**src/rtl/ps_tx_scheduler_if.sv**
```systemverilog
// Byte-source and serializer-side signals of the transmit scheduler.
// master = packet sources / serializer side, slave = the scheduler.
interface ps_tx_scheduler_if;
   logic [7:0] req0_data;
   logic       req0_valid;
   logic       req0_last;
   logic       req0_ready;
   logic [7:0] req1_data;
   logic       req1_valid;
   logic       req1_last;
   logic       req1_ready;
   logic [7:0] data_out;
   logic       valid_out;
   logic [1:0] grant;
   logic       skp_active;

   modport master (
      output req0_data, req0_valid, req0_last,
      output req1_data, req1_valid, req1_last,
      input  req0_ready, req1_ready,
      input  data_out, valid_out, grant, skp_active
   );

   modport slave (
      input  req0_data, req0_valid, req0_last,
      input  req1_data, req1_valid, req1_last,
      output req0_ready, req1_ready,
      output data_out, valid_out, grant, skp_active
   );
endinterface

```
**src/rtl/ps_tx_scheduler.sv**
```systemverilog
// Per-packet round-robin byte scheduler feeding the serializer, with periodic
// skip ordered sets (COM + SKP_LEN x SKP) inserted only at packet boundaries.
module ps_tx_scheduler #(
   parameter int unsigned SKP_INTERVAL = 64,
   parameter int unsigned SKP_LEN      = 3,
   parameter logic [7:0]  COM_SYM      = 8'hBC,
   parameter logic [7:0]  SKP_SYM      = 8'h1C
) (
   input logic            clk_4f,
   input logic            reset,
   input logic            enable,
   ps_tx_scheduler_if.slave bus
);

   localparam int unsigned CNT_W = (SKP_INTERVAL > 1) ? $clog2(SKP_INTERVAL) : 1;
   localparam int unsigned SUB_W = $clog2(SKP_LEN + 2);
   localparam logic [CNT_W-1:0] CNT_MAX  = CNT_W'(SKP_INTERVAL - 1);
   localparam logic [SUB_W-1:0] SUB_DONE = SUB_W'(SKP_LEN + 1);

   typedef enum logic [1:0] {IDLE, XFER, SKP} state_t;

   state_t           state, state_nxt;
   logic [1:0]       grant_q, grant_nxt;
   logic             rr_q, rr_nxt;
   logic [CNT_W-1:0] cnt_q, cnt_nxt;
   logic [SUB_W-1:0] sub_q, sub_nxt;
   logic [7:0]       data_q, data_nxt;
   logic             valid_q, valid_nxt;
   logic             skp_q, skp_nxt;

   logic       owner;
   logic       skp_pending;
   logic       own_valid;
   logic       own_last;
   logic [7:0] own_data;
   logic       accept;

   assign owner       = grant_q[1];
   assign skp_pending = (cnt_q == CNT_MAX);
   assign own_valid   = owner ? bus.req1_valid : bus.req0_valid;
   assign own_last    = owner ? bus.req1_last  : bus.req0_last;
   assign own_data    = owner ? bus.req1_data  : bus.req0_data;
   assign accept      = (state == XFER) && own_valid;

   assign bus.req0_ready = (state == XFER) && !owner && !reset;
   assign bus.req1_ready = (state == XFER) &&  owner && !reset;
   assign bus.data_out   = data_q;
   assign bus.valid_out  = valid_q;
   assign bus.grant      = grant_q;
   assign bus.skp_active = skp_q;

   always_ff @(posedge clk_4f) begin
      if (reset) begin
         state   <= IDLE;
         grant_q <= '0;
         rr_q    <= 1'b0;
         cnt_q   <= '0;
         sub_q   <= '0;
         data_q  <= '0;
         valid_q <= 1'b0;
         skp_q   <= 1'b0;
      end else begin
         state   <= state_nxt;
         grant_q <= grant_nxt;
         rr_q    <= rr_nxt;
         cnt_q   <= cnt_nxt;
         sub_q   <= sub_nxt;
         data_q  <= data_nxt;
         valid_q <= valid_nxt;
         skp_q   <= skp_nxt;
      end
   end

   // sub_q = index of the next ordered-set byte: entering from IDLE emits COM
   // on the entry edge (sub=1); entering after a last byte starts at sub=0.
   always_comb begin
      state_nxt = state;
      grant_nxt = grant_q;
      rr_nxt    = rr_q;
      sub_nxt   = sub_q;
      data_nxt  = data_q;
      valid_nxt = 1'b0;
      skp_nxt   = 1'b0;
      if (state == SKP)
         cnt_nxt = '0;
      else if (skp_pending)
         cnt_nxt = cnt_q;
      else
         cnt_nxt = cnt_q + 1'b1;

      case (state)
         IDLE: begin
            if (skp_pending) begin
               state_nxt = SKP;
               data_nxt  = COM_SYM;
               valid_nxt = 1'b1;
               skp_nxt   = 1'b1;
               sub_nxt   = SUB_W'(1);
            end else if (enable && (bus.req0_valid || bus.req1_valid)) begin
               state_nxt = XFER;
               if (bus.req0_valid && bus.req1_valid)
                  grant_nxt = rr_q ? 2'b10 : 2'b01;
               else
                  grant_nxt = bus.req1_valid ? 2'b10 : 2'b01;
            end
         end
         XFER: begin
            if (accept) begin
               data_nxt  = own_data;
               valid_nxt = 1'b1;
               if (own_last) begin
                  grant_nxt = '0;
                  rr_nxt    = ~owner;
                  sub_nxt   = '0;
                  state_nxt = skp_pending ? SKP : IDLE;
               end
            end
         end
         SKP: begin
            if (sub_q == SUB_DONE) begin
               state_nxt = IDLE;
            end else begin
               data_nxt  = (sub_q == '0) ? COM_SYM : SKP_SYM;
               valid_nxt = 1'b1;
               skp_nxt   = 1'b1;
               sub_nxt   = sub_q + 1'b1;
            end
         end
         default: state_nxt = IDLE;
      endcase
   end

endmodule

```
**src/flat_wrapper.sv**
```systemverilog
// flat-port wrapper written by rule: the top's interface ports become plain ports
module ps_tx_scheduler_flat 
#(
   parameter int unsigned SKP_INTERVAL = 64,
   parameter int unsigned SKP_LEN      = 3,
   parameter logic [7:0]  COM_SYM      = 8'hBC,
   parameter logic [7:0]  SKP_SYM      = 8'h1C
)
  (clk_4f, reset, enable, bus_req0_data, bus_req0_valid, bus_req0_last, bus_req1_data, bus_req1_valid, bus_req1_last, bus_req0_ready, bus_req1_ready, bus_data_out, bus_valid_out, bus_grant, bus_skp_active);
  ps_tx_scheduler_if bus_i ();
  input logic clk_4f;
  input logic reset;
  input logic enable;
  input wire logic [$bits(bus_i.req0_data)-1:0] bus_req0_data;
  input wire logic [$bits(bus_i.req0_valid)-1:0] bus_req0_valid;
  input wire logic [$bits(bus_i.req0_last)-1:0] bus_req0_last;
  input wire logic [$bits(bus_i.req1_data)-1:0] bus_req1_data;
  input wire logic [$bits(bus_i.req1_valid)-1:0] bus_req1_valid;
  input wire logic [$bits(bus_i.req1_last)-1:0] bus_req1_last;
  output wire logic [$bits(bus_i.req0_ready)-1:0] bus_req0_ready;
  output wire logic [$bits(bus_i.req1_ready)-1:0] bus_req1_ready;
  output wire logic [$bits(bus_i.data_out)-1:0] bus_data_out;
  output wire logic [$bits(bus_i.valid_out)-1:0] bus_valid_out;
  output wire logic [$bits(bus_i.grant)-1:0] bus_grant;
  output wire logic [$bits(bus_i.skp_active)-1:0] bus_skp_active;
  assign bus_i.req0_data = bus_req0_data;
  assign bus_i.req0_valid = bus_req0_valid;
  assign bus_i.req0_last = bus_req0_last;
  assign bus_i.req1_data = bus_req1_data;
  assign bus_i.req1_valid = bus_req1_valid;
  assign bus_i.req1_last = bus_req1_last;
  assign bus_req0_ready = bus_i.req0_ready;
  assign bus_req1_ready = bus_i.req1_ready;
  assign bus_data_out = bus_i.data_out;
  assign bus_valid_out = bus_i.valid_out;
  assign bus_grant = bus_i.grant;
  assign bus_skp_active = bus_i.skp_active;
  ps_tx_scheduler #(.SKP_INTERVAL(SKP_INTERVAL), .SKP_LEN(SKP_LEN), .COM_SYM(COM_SYM), .SKP_SYM(SKP_SYM)) u_core (.clk_4f(clk_4f), .reset(reset), .enable(enable), .bus(bus_i));
endmodule
```
**config.mk**
```make
export PLATFORM = sky130hd
export DESIGN_NAME = ps_tx_scheduler_flat
export DESIGN_NICKNAME = d
export VERILOG_FILES = /design/src/rtl/ps_tx_scheduler_if.sv /design/src/rtl/ps_tx_scheduler.sv /design/src/flat_wrapper.sv
export SDC_FILE = /design/constraint.sdc
export NUM_CORES = 1
export LEC_CHECK = 0
export ABC_CLOCK_PERIOD_IN_PS = 2400
export BUFFER_PORTS_ARGS = -buffer_cell sky130_fd_sc_hd__buf_2
export CAP_MARGIN = 20
export CORE_ASPECT_RATIO = 0.6
export CORE_MARGIN = 2
export CORE_UTILIZATION = 40
export CTS_CLUSTER_DIAMETER = 200
export DETAILED_ROUTE_END_ITERATION = 10
export PLACE_DENSITY = 0.74
export SYNTH_ARGS = -nofsm -noshare
export SYNTH_HDL_FRONTEND = slang
export SYNTH_SLANG_ARGS = --single-unit
```
**constraint.sdc**
```tcl
create_clock -name clk_4f -period 2.4 [get_ports clk_4f]
set_input_delay 0.12 -clock clk_4f [delete_from_list [all_inputs] [get_ports clk_4f]]
set_output_delay 0.12 -clock clk_4f [all_outputs]
set_load 0.02 [all_outputs]
```
==> out/qor.txt, run 1 <==
status: completed
dominant cell type by area after synthesis: dfxtp_1
worst-path maximum fanout: 8
most common cell in the netlist: dfxtp_1
Synth top area share: 0.344
Crit Path Category: flip-flop to flip-flop
GRT Residual Overflow: 0
DP HPWL: 2.59 mm
CTS tree: yes
CTS sink count: 24
clock buffer depth: 2
placed cell area: 1630 sq um
commonest register cell after synthesis: dfxtp_1
antenna violations before repair: 0
clk_skew: 0.00540 ns
uppermost layer routed: met4
synthesized area per cell: 8.46 sq um
sequential fraction of the synthesis area: 0.344
Final Wtd Congestion: 0.847
CTS buffer count: 3
die area: 3990 sq um
Layout Nets: 232
Clk Latency, worst-skew pair: 0.27 ns
Initial Util: 0.423
Pins Over Slew Limit: 0
M1 WL: 1.76 mm
register bit count reported by yosys: 24
relative slew slack: 0.631
vias in the first global route: 1171
die width: 80.3 um
Met2 Routed Length: 1.30 mm
Clk network pwr share: 0.256
Pwr per Cell Area: 632 nW/um^2
row cnt: 16
internal power: 0.000717 W
number of library cell types mapped by synthesis: 41
Req. time, crit path: 2.60 ns
critical path's largest stage delay: 0.52 ns
asr flop ratio synth: 0
Clock transition at path regs: 0.08 ns
Pleak: 0.670 nW
mean routed wirelength per cell: 13.7 um
Worst path slowest cell: or4_1
Die Y: 49.8 um
type of element capturing the critical path: flip-flop
Vias/cell: 5.51
Final setup viols: 0
Yosys warning count: 0
IO Count: 37
Post-CTS Resized: 0
via count: 1355
Comb pwr share: 0.312
reg2reg setup slack: 0.24 ns
largest net degree at the start of global routing: 25
total core area: 3300 sq um
H-tree depth: 1
Tmin final: 2.16 ns
hold crit path type: input pin to flip-flop
main area contributors after synthesis: dfxtp_1 34%, a21oi_1 6.5%, ha_1 6.3%, mux2_2 4.8%, mux2i_1 4.3%
Post-Syn Instances: 165
PortBufs: 36
Fin Setup TNS: 0 ns
Syn Nets: 195
Net Sw Power: 0.000350 W
Iteration-0 DRC Markers: 75
Post-CTS Hold Buffers: 0
synthesized cell area: 1400 sq um
startpoint type of the worst setup path: flip-flop
final hold vios: 0
Root Buffer: clkbuf_8
layout cells sized above 1: 0.274
worst slew pin tran: 0.552 ns
Ant. Diodes: 0
number of synthesized flops with an enable pin: 0
WL final: 3.38 mm
sequential power share: 0.431
Total Routing Usage GR: 0.182
CP arrival: 2.36 ns
f_max: 0.464 GHz
met3 wire length: 287 um
antenna-violating nets left: 0
Period Utilization, post-route: 0.898
Syn-to-layout area delta: 21.0%
Post-CTS Setup Bufs: 0
post-route design area: 1690 sq um
VDD IR max: 0.331 mV
first-pass GRT wire length: 5.68 mm
DRT Pass-1 Iters: 4
critical-path cell list: ha_1 -> and4_1 -> a21boi_1 -> buf_4 -> or4_1 -> a21oi_1
Post-synth top cells: 24 x dfxtp_1, 18 x a21oi_1, 12 x nand2_1, 9 x nor2_1, 8 x clkbuf_1
sw frac: 0.328
Max Cap Violations: 0
RSZ-0062 raised after global routing: false
DRC errors left: 0
-- stage by stage --
step | cells | worst slack [ns] | power (W) | util | hold slack (ns)
2_1_floorplan | 165 | 0.573 | 0.000693 | - | 0.299
3_3_place_gp | 242 | 0.378 | 0.000795 | 0.495 | 0.463
3_5_place_dp | 242 | 0.272 | 0.000799 | 0.495 | 0.466
4_1_cts | 246 | 0.241 | 0.00108 | 0.511 | 0.208
5_1_grt | 246 | 0.127 | 0.00113 | 0.511 | 0.225
6_report | 246 | 0.244 | 0.00107 | 0.511 | 0.214
-- power by group through the flow --
stage                     Clock [W]  Sequential, W  Combinational (W)
after floorplan                   0       0.000493           0.000200
after global placement            0       0.000468           0.000326
after detailed placement          0       0.000470           0.000330
after CTS                  0.000285       0.000460           0.000331
after global routing       0.000298       0.000465           0.000371
final                      0.000273       0.000460           0.000333
-- cell type report --
| type | instances | area (sq um) |
|---|---|---|
| clock buffers | 4 | 55.1 |
| repair buffers | 43 | 233 |
| multi-input cells | 123 | 838 |
| inverters | 7 | 26.3 |
| fillers | 331 | 1610 |
| well taps | 45 | 56.3 |
| flip-flops and latches | 24 | 480 |
-- critical path, delay by kind of cell, from the launching register on --
| family | cells | cell delay (ns) |
|---|---|---|
| buffers and inverters | 1 | 0.23 |
| DFF | 1 | 0.38 |
| AOI/OAI and AO/OA | 2 | 0.37 |
| and+or+nand+nor | 2 | 0.85 |
| adders and majority gates | 1 | 0.26 |
-- placed cells by master (no fill, tap or decap), types with 7 or more instances in the layout --
cell	synthesis	final
dfxtp_1	24	24
buf_4	0	7
inv_1	7	7
buf_2	2	36
a21oi_1	18	18
o21ai_0	7	7
nand2_1	12	12
ha_1	7	7
nor2_1	9	9
-- flip-flops by register name, summed over array words and instances, names as in the netlist --
register,count
u_core.bus.grant,2
u_core.cnt_q,6
u_core.sub_q,3
u_core.bus.skp_active,1
u_core.state,2
u_core.bus.data_out,8
u_core.bus.valid_out,1
u_core.rr_q,1
-- cells by family after synthesis --
logic type,synth area share
compound gates,0.239
simple gates,0.194
flops,0.344
buf+inv,0.0556
mux,0.0914
fa+ha+maj,0.0627
xor+xnor,0.0125
-- layer usage --
layer	vias to the layer above	global-route usage
li1	691	-
met1	596	0.279
met2	64	0.246
met3	4	0.0458
met4	0	0.0508
met5	-	0
-- path summary, 6_finish.rpt --
path                                             from                                   to  depth (start not counted)
setup / recovery         u_core.cnt_q[0]$_SDFFE_PP0P_         u_core.sub_q[2]$_SDFFE_PP0P_                          6
hold / removal                          bus_req1_last             u_core.rr_q$_SDFFE_PP0P_                          4
setup reg to reg         u_core.cnt_q[0]$_SDFFE_PP0P_         u_core.sub_q[2]$_SDFFE_PP0P_                          6
hold reg to reg   u_core.bus.data_out[0]$_SDFFE_PP0P_  u_core.bus.data_out[0]$_SDFFE_PP0P_                          2
Note: power is estimated with default switching activity, not from simulation.
==> inputs of run 2 (changes only) <==
- BUFFER_PORTS_ARGS: -buffer_cell sky130_fd_sc_hd__buf_2 -> -buffer_cell sky130_fd_sc_hd__clkbuf_2
- PLACE_DENSITY: 0.74 -> not set
- TNS_END_PERCENT: not set -> 10
==> run 2 against run 1 <==
- combinational power about the same
- hold slack got worse by 0.011 ns
- critical endpoint is now u_core.bus.data_out[0]$_SDFFE_PP0P_
- highest routed layer unchanged
- clock-buffer cell count unchanged
- critical path type unchanged
==> out/qor.txt, run 2 (synthesized netlist as in run 1, its figures left out) <==
Tmin final: 2.19 ns (+0.0335 ns)
DRT Pass-1 Iters: 4 (unchanged)
number of flip-flops in the largest register: 8 (unchanged)
worst slew pin tran: 0.582 ns (+0.0302 ns)
Total Routing Usage GR: 0.193 (+0.0113)
Layout Nets: 230 (-0.86%)
largest net degree at the start of global routing: 25 (unchanged)
depth of the most critical reg-to-reg path: 5 (-1)
row cnt: 16 (unchanged)
Worst path depth: 5 (-1)
antenna-violating nets left: 0 (unchanged)
Worst path slowest cell: a221o_1
Period Utilization, post-route: 0.912 (+0.0140)
Fin Setup TNS: 0 ns (unchanged)
r2r endpoint: u_core.bus.data_out[0]$_SDFFE_PP0P_
DRC errors left: 0 (unchanged)
GR Util met3: 0.0403 (-0.00549)
startpoint type of the worst setup path: flip-flop
Final setup viols: 0 (unchanged)
die width: 80.3 um (unchanged)
CTS tree: yes
Die Y: 49.8 um (unchanged)
Clk Latency, worst-skew pair: 0.26 ns (about the same)
Req. time, crit path: 2.59 ns (about the same)
hold crit path type: input pin to flip-flop
crit path launch: u_core.state[0]$_SDFFE_PP0P_
clock buffer depth: 2 (unchanged)
Clk network pwr share: 0.254 (-0.002)
sw frac: 0.330 (+0.00198)
antenna violations before repair: 0 (unchanged)
Pleak: 0.654 nW (-2.4%)
Final Wtd Congestion: 0.810 (-4.3%)
clk_skew: 0.00216 ns (-0.00324 ns)
critical-path cell list: inv_1 -> ha_1 -> a221o_1 -> or4_1 -> a21oi_1
Final Util: 0.508 (-0.00341)
mean routed wirelength per cell: 14.5 um (+5.6%)
M2 GR Usage: 0.278 (+0.0319)
first-pass GRT wire length: 5.97 mm (+5.1%)
IO Count: 37 (unchanged)
RSZ-0062 raised after global routing: false
Pins Over Slew Limit: 0 (unchanged)
CTS sink count: 24 (unchanged)
Register Area: 480 sq um (unchanged)
Net Sw Power: 0.000352 W (+0.55%)
layout cells sized above 1: 0.271 (-0.00228)
internal power: 0.000714 W (-0.35%)
critical path's largest stage delay: 0.57 ns (+0.05 ns)
CP endpoint: u_core.bus.data_out[0]$_SDFFE_PP0P_
Post-CTS Setup Bufs: 0 (unchanged)
Syn-to-layout area delta: 20.2%
reg2reg setup slack: 0.21 ns (-0.03 ns)
relative slew slack: 0.609 (-0.0216)
area occupied by multi-input gates: 842 sq um (+0.45%)
most frequent cells in the layout: 36 x clkbuf_2, 24 x dfxtp_1, 18 x a21oi_1
Iteration-0 DRC Markers: 131 (+75%)
met1 Use GR: 0.284 (+0.00482)
CP arrival: 2.38 ns (+0.02 ns)
CTS buffer count: 3 (unchanged)
commonest non-fill, non-tap cell in the layout: clkbuf_2
Crit Path Category: flip-flop to flip-flop
via count: 1348 (-0.52%)
Most Crowded Layer GR: met1
CP Buf/Inv Count: 1 (unchanged)
Clock transition at path regs: 0.08 ns (about the same)
Vias/cell: 5.52 (+0.30%)
Root Buffer: clkbuf_8
final hold vios: 0 (unchanged)
vias in the first global route: 1310 (+12%)
# fillers: 333 (+0.60%)
sequential power share: 0.433 (+0.002)
WL final: 3.54 mm (+4.8%)
Comb pwr share: 0.313 (about the same)
VDD IR max: 0.323 mV (-2.3%)
Pwr per Cell Area: 635 nW/um^2 (+0.61%)
status: completed
HP Start: bus_req1_last
Max Cap Violations: 0 (unchanged)
type of element capturing the critical path: flip-flop
Initial Util: 0.423 (unchanged)
Largest delay share family, worst path: compound AO/OA/AOI/OAI gates
worst-path maximum fanout: 15 (+7)
f_max: 0.457 GHz (-1.5%)
Ant. Diodes: 0 (unchanged)
H-tree depth: 1 (unchanged)
GRT Residual Overflow: 0 (unchanged)
R2R Path Start: u_core.state[0]$_SDFFE_PP0P_
PortBufs: 36 (unchanged)
die area: 3990 sq um (unchanged)
DP HPWL: 2.68 mm (+3.3%)
total core area: 3300 sq um (unchanged)
run 2: layout make-up:
| class | count | area share |
|---|---|---|
| sequential | 24 | 0.286 |
| timing repair buffer | 41 | 0.130 |
| clock buffer | 4 | 0.0328 |
| inverter | 7 | 0.0157 |
| multi-input combinational | 123 | 0.502 |
| tap | 45 | 0.0336 |
run 2: per-layer routing:
metal | vias up | share of wire
met3 | 2 | 0.066
met5 | - | 0
met2 | 52 | 0.40
li1 | 691 | -
met4 | 0 | 0.010
met1 | 603 | 0.53
run 2: power by group through the flow:
| stage | combinational, W | sequential (W) | clock (W) |
|---|---|---|---|
| after floorplan | 0.000200 | 0.000493 | 0 |
| after global placement | 0.000321 | 0.000469 | 0 |
| after detailed placement | 0.000328 | 0.000470 | 0 |
| after CTS | 0.000330 | 0.000461 | 0.000283 |
| after global routing | 0.000367 | 0.000467 | 0.000303 |
| final | 0.000333 | 0.000462 | 0.000271 |
run 2: through the flow:
| step | power (W) | cells | hold WS (ns) | worst slack (ns) | cell area, sq um |
|---|---|---|---|---|---|
| floorplan | 0.000693 | 165 | 0.299 | 0.573 | 1400 |
| global placement | 0.000790 | 240 | 0.460 | 0.297 | 1620 |
| detailed placement | 0.000798 | 240 | 0.470 | 0.154 | 1620 |
| CTS | 0.00107 | 244 | 0.193 | 0.153 | 1670 |
| global route | 0.00114 | 244 | 0.233 | 0.0702 | 1680 |
| finish | 0.00107 | 244 | 0.203 | 0.211 | 1680 |
run 2: worst reg2reg max path, cell delays in order, from the launching register on:
cell and delay [ns]:
dfxtp_1 0.38, inv_1 0.08, ha_1 0.35, a221o_1 0.57, or4_1 0.57, a21oi_1 0.17
run 2: worst min-delay path by stage:
stage | to | slack [ns] | cells past startpoint
finish | u_core.rr_q$_SDFFE_PP0P_ | 0.20 | 4
global route | u_core.rr_q$_SDFFE_PP0P_ | 0.23 | 4
CTS | u_core.rr_q$_SDFFE_PP0P_ | 0.19 | 4
detailed placement | u_core.rr_q$_SDFFE_PP0P_ | 0.47 | 4
global placement | u_core.bus.data_out[1]$_SDFFE_PP0P_ | 0.46 | 2
floorplan | u_core.sub_q[0]$_SDFFE_PP0P_ | 0.30 | 3
run 2: what timing repair did:
item	in CTS	in global routing
resized for setup	0	1
setup endpoints to repair	0	4
hold buffers	0	0
endpoints found under the hold margin	0	0
==> inputs of run 3 (changes only) <==
- PLACE_DENSITY: not set -> 0.74
==> run 3 against run 2 <==
- clock skew up 0.0042 ns
- flip-flop and latch count unchanged
- combinational power about the same
- non-clock buffer count up 2
- critical path depth up 1
- first-iteration DRC count down 6.9%
- global-route usage down 1.2 points
- hold slack better by 0.0025 ns
- utilization down 0.076 points
- largest power group unchanged
- wire length down 5.3%
- worst setup slack better by 0.042 ns
- die area unchanged
==> out/qor.txt, run 3 (synthesized netlist as in run 1, its figures left out) <==
Total Routing Usage GR: 0.180 (-0.0124)
clk_skew: 0.00639 ns (+0.00423 ns)
worst slew pin tran: 0.844 ns (+0.261 ns)
Final setup viols: 0 (unchanged)
largest net degree at the start of global routing: 25 (unchanged)
Iteration-0 DRC Markers: 122 (-6.9%)
H-tree depth: 1 (unchanged)
CTS sink count: 24 (unchanged)
most frequent cells in the layout: 36 x clkbuf_2, 24 x dfxtp_1, 18 x a21oi_1
row cnt: 16 (unchanged)
DRT Pass-1 Iters: 4 (unchanged)
vias in the first global route: 1187 (-9.4%)
total core area: 3300 sq um (unchanged)
Die Y: 49.8 um (unchanged)
mean routed wirelength per cell: 13.7 um (-5.7%)
layout cells sized above 1: 0.270 (-0.00136)
DP HPWL: 2.49 mm (-7.1%)
IO Count: 37 (unchanged)
CP arrival: 2.29 ns (-0.09 ns)
relative slew slack: 0.436 (-0.173)
Inst Count DP: 242 (+0.83%)
Post-CTS Resized: 0 (unchanged)
Ant. Diodes: 0 (unchanged)
f_max: 0.466 GHz (+2.0%)
Initial Util: 0.423 (unchanged)
first-pass GRT wire length: 5.50 mm (-7.9%)
M1 WL: 1.70 mm (-8.7%)
die width: 80.3 um (unchanged)
RSZ-0062 raised after global routing: false
Tmin final: 2.15 ns (-0.0424 ns)
commonest non-fill, non-tap cell in the layout: clkbuf_2
Pwr per Cell Area: 613 nW/um^2 (-3.5%)
Finished Layout Cells: 245 (+0.41%)
Clk Latency, worst-skew pair: 0.27 ns (about the same)
Req. time, crit path: 2.55 ns (-0.04 ns)
Pins Over Slew Limit: 0 (unchanged)
Vias/cell: 5.57 (+0.85%)
die area: 3990 sq um (unchanged)
Root Buffer: clkbuf_8
hold crit path type: input pin to flip-flop
Met2 Routed Length: 1.28 mm (-9.0%)
DRC errors left: 0 (unchanged)
reg2reg setup slack: 0.25 ns (+0.04 ns)
Clock transition at path regs: 0.08 ns (about the same)
Max Cap Violations: 0 (unchanged)
WL final: 3.35 mm (-5.3%)
CTS tree: yes
Final Wtd Congestion: 0.873 (+7.8%)
type of element capturing the critical path: flip-flop
status: completed
Fin Setup TNS: 0 ns (unchanged)
worst-path maximum fanout: 13 (-2)
Crit Path Category: flip-flop to flip-flop
hold_ws: 0.205 ns (+0.00254 ns)
final hold vios: 0 (unchanged)
Pleak: 0.657 nW (+0.43%)
Layout Nets: 232 (+0.87%)
antenna-violating nets left: 0 (unchanged)
antenna violations before repair: 0 (unchanged)
uppermost layer routed: met4
VDD IR max: 0.271 mV (-16%)
met3 wire length: 315 um (+34%)
clock buffer depth: 2 (unchanged)
Post-CTS Hold Buffers: 0 (unchanged)
GRT Residual Overflow: 0 (unchanged)
PortBufs: 36 (unchanged)
via count: 1365 (+1.3%)
Syn-to-layout area delta: 20.0%
Period Utilization, post-route: 0.894 (-0.0177)
number of flip-flops in the largest register: 8 (unchanged)
Post-CTS Setup Bufs: 0 (unchanged)
startpoint type of the worst setup path: flip-flop
CTS buffer count: 3 (unchanged)
[run 3: power by group]
group / switching [W] / internal (W)
combinational: 0.000199 / 0.000135
clock: 0.000120 / 0.000112
sequential: 0.0000264 / 0.000435
total: 0.000346 / 0.000682
[run 3: per-layer routing]
metal  GRT usage  up-vias
li1            -      695
met1       0.275      597
met2       0.242       69
met3      0.0385        4
met4      0.0734        0
met5           0        -
[run 3: worst paths after layout]
path / from / end / depth (start not counted)
max: u_core.cnt_q[0]$_SDFFE_PP0P_ / u_core.sub_q[0]$_SDFFE_PP0P_ / 6
min: bus_req1_last / u_core.rr_q$_SDFFE_PP0P_ / 4
min reg2reg: u_core.bus.data_out[0]$_SDFFE_PP0P_ / u_core.bus.data_out[0]$_SDFFE_PP0P_ / 2
max reg2reg: u_core.cnt_q[0]$_SDFFE_PP0P_ / u_core.sub_q[0]$_SDFFE_PP0P_ / 6
[run 3: layout make-up]
class,instances,area [sq um]
multi-input combinational,123,838
tap,45,56.3
clock buffer,3,41.3
fill,317,1630
timing repair buffer,43,233
sequential,24,480
inverter,7,26.3
[run 3: metrics by stage]
step / utilization / worst slack (ns) / area (sq um) / power, W
floorplan: - / 0.573 / 1400 / 0.000693
global placement: 0.495 / 0.346 / 1630 / 0.000795
detailed placement: 0.495 / 0.299 / 1630 / 0.000799
CTS: 0.507 / 0.288 / 1680 / 0.00104
global route: 0.507 / 0.0399 / 1680 / 0.00109
finish: 0.507 / 0.253 / 1680 / 0.00103
[run 3: critical path, cell delays in order, from the launching register on]
cell	delay [ns]
dfxtp_1	0.39
ha_1	0.27
and4_1	0.33
a21boi_1	0.29
buf_4	0.25
o41ai_1	0.38
o41ai_1	0.13
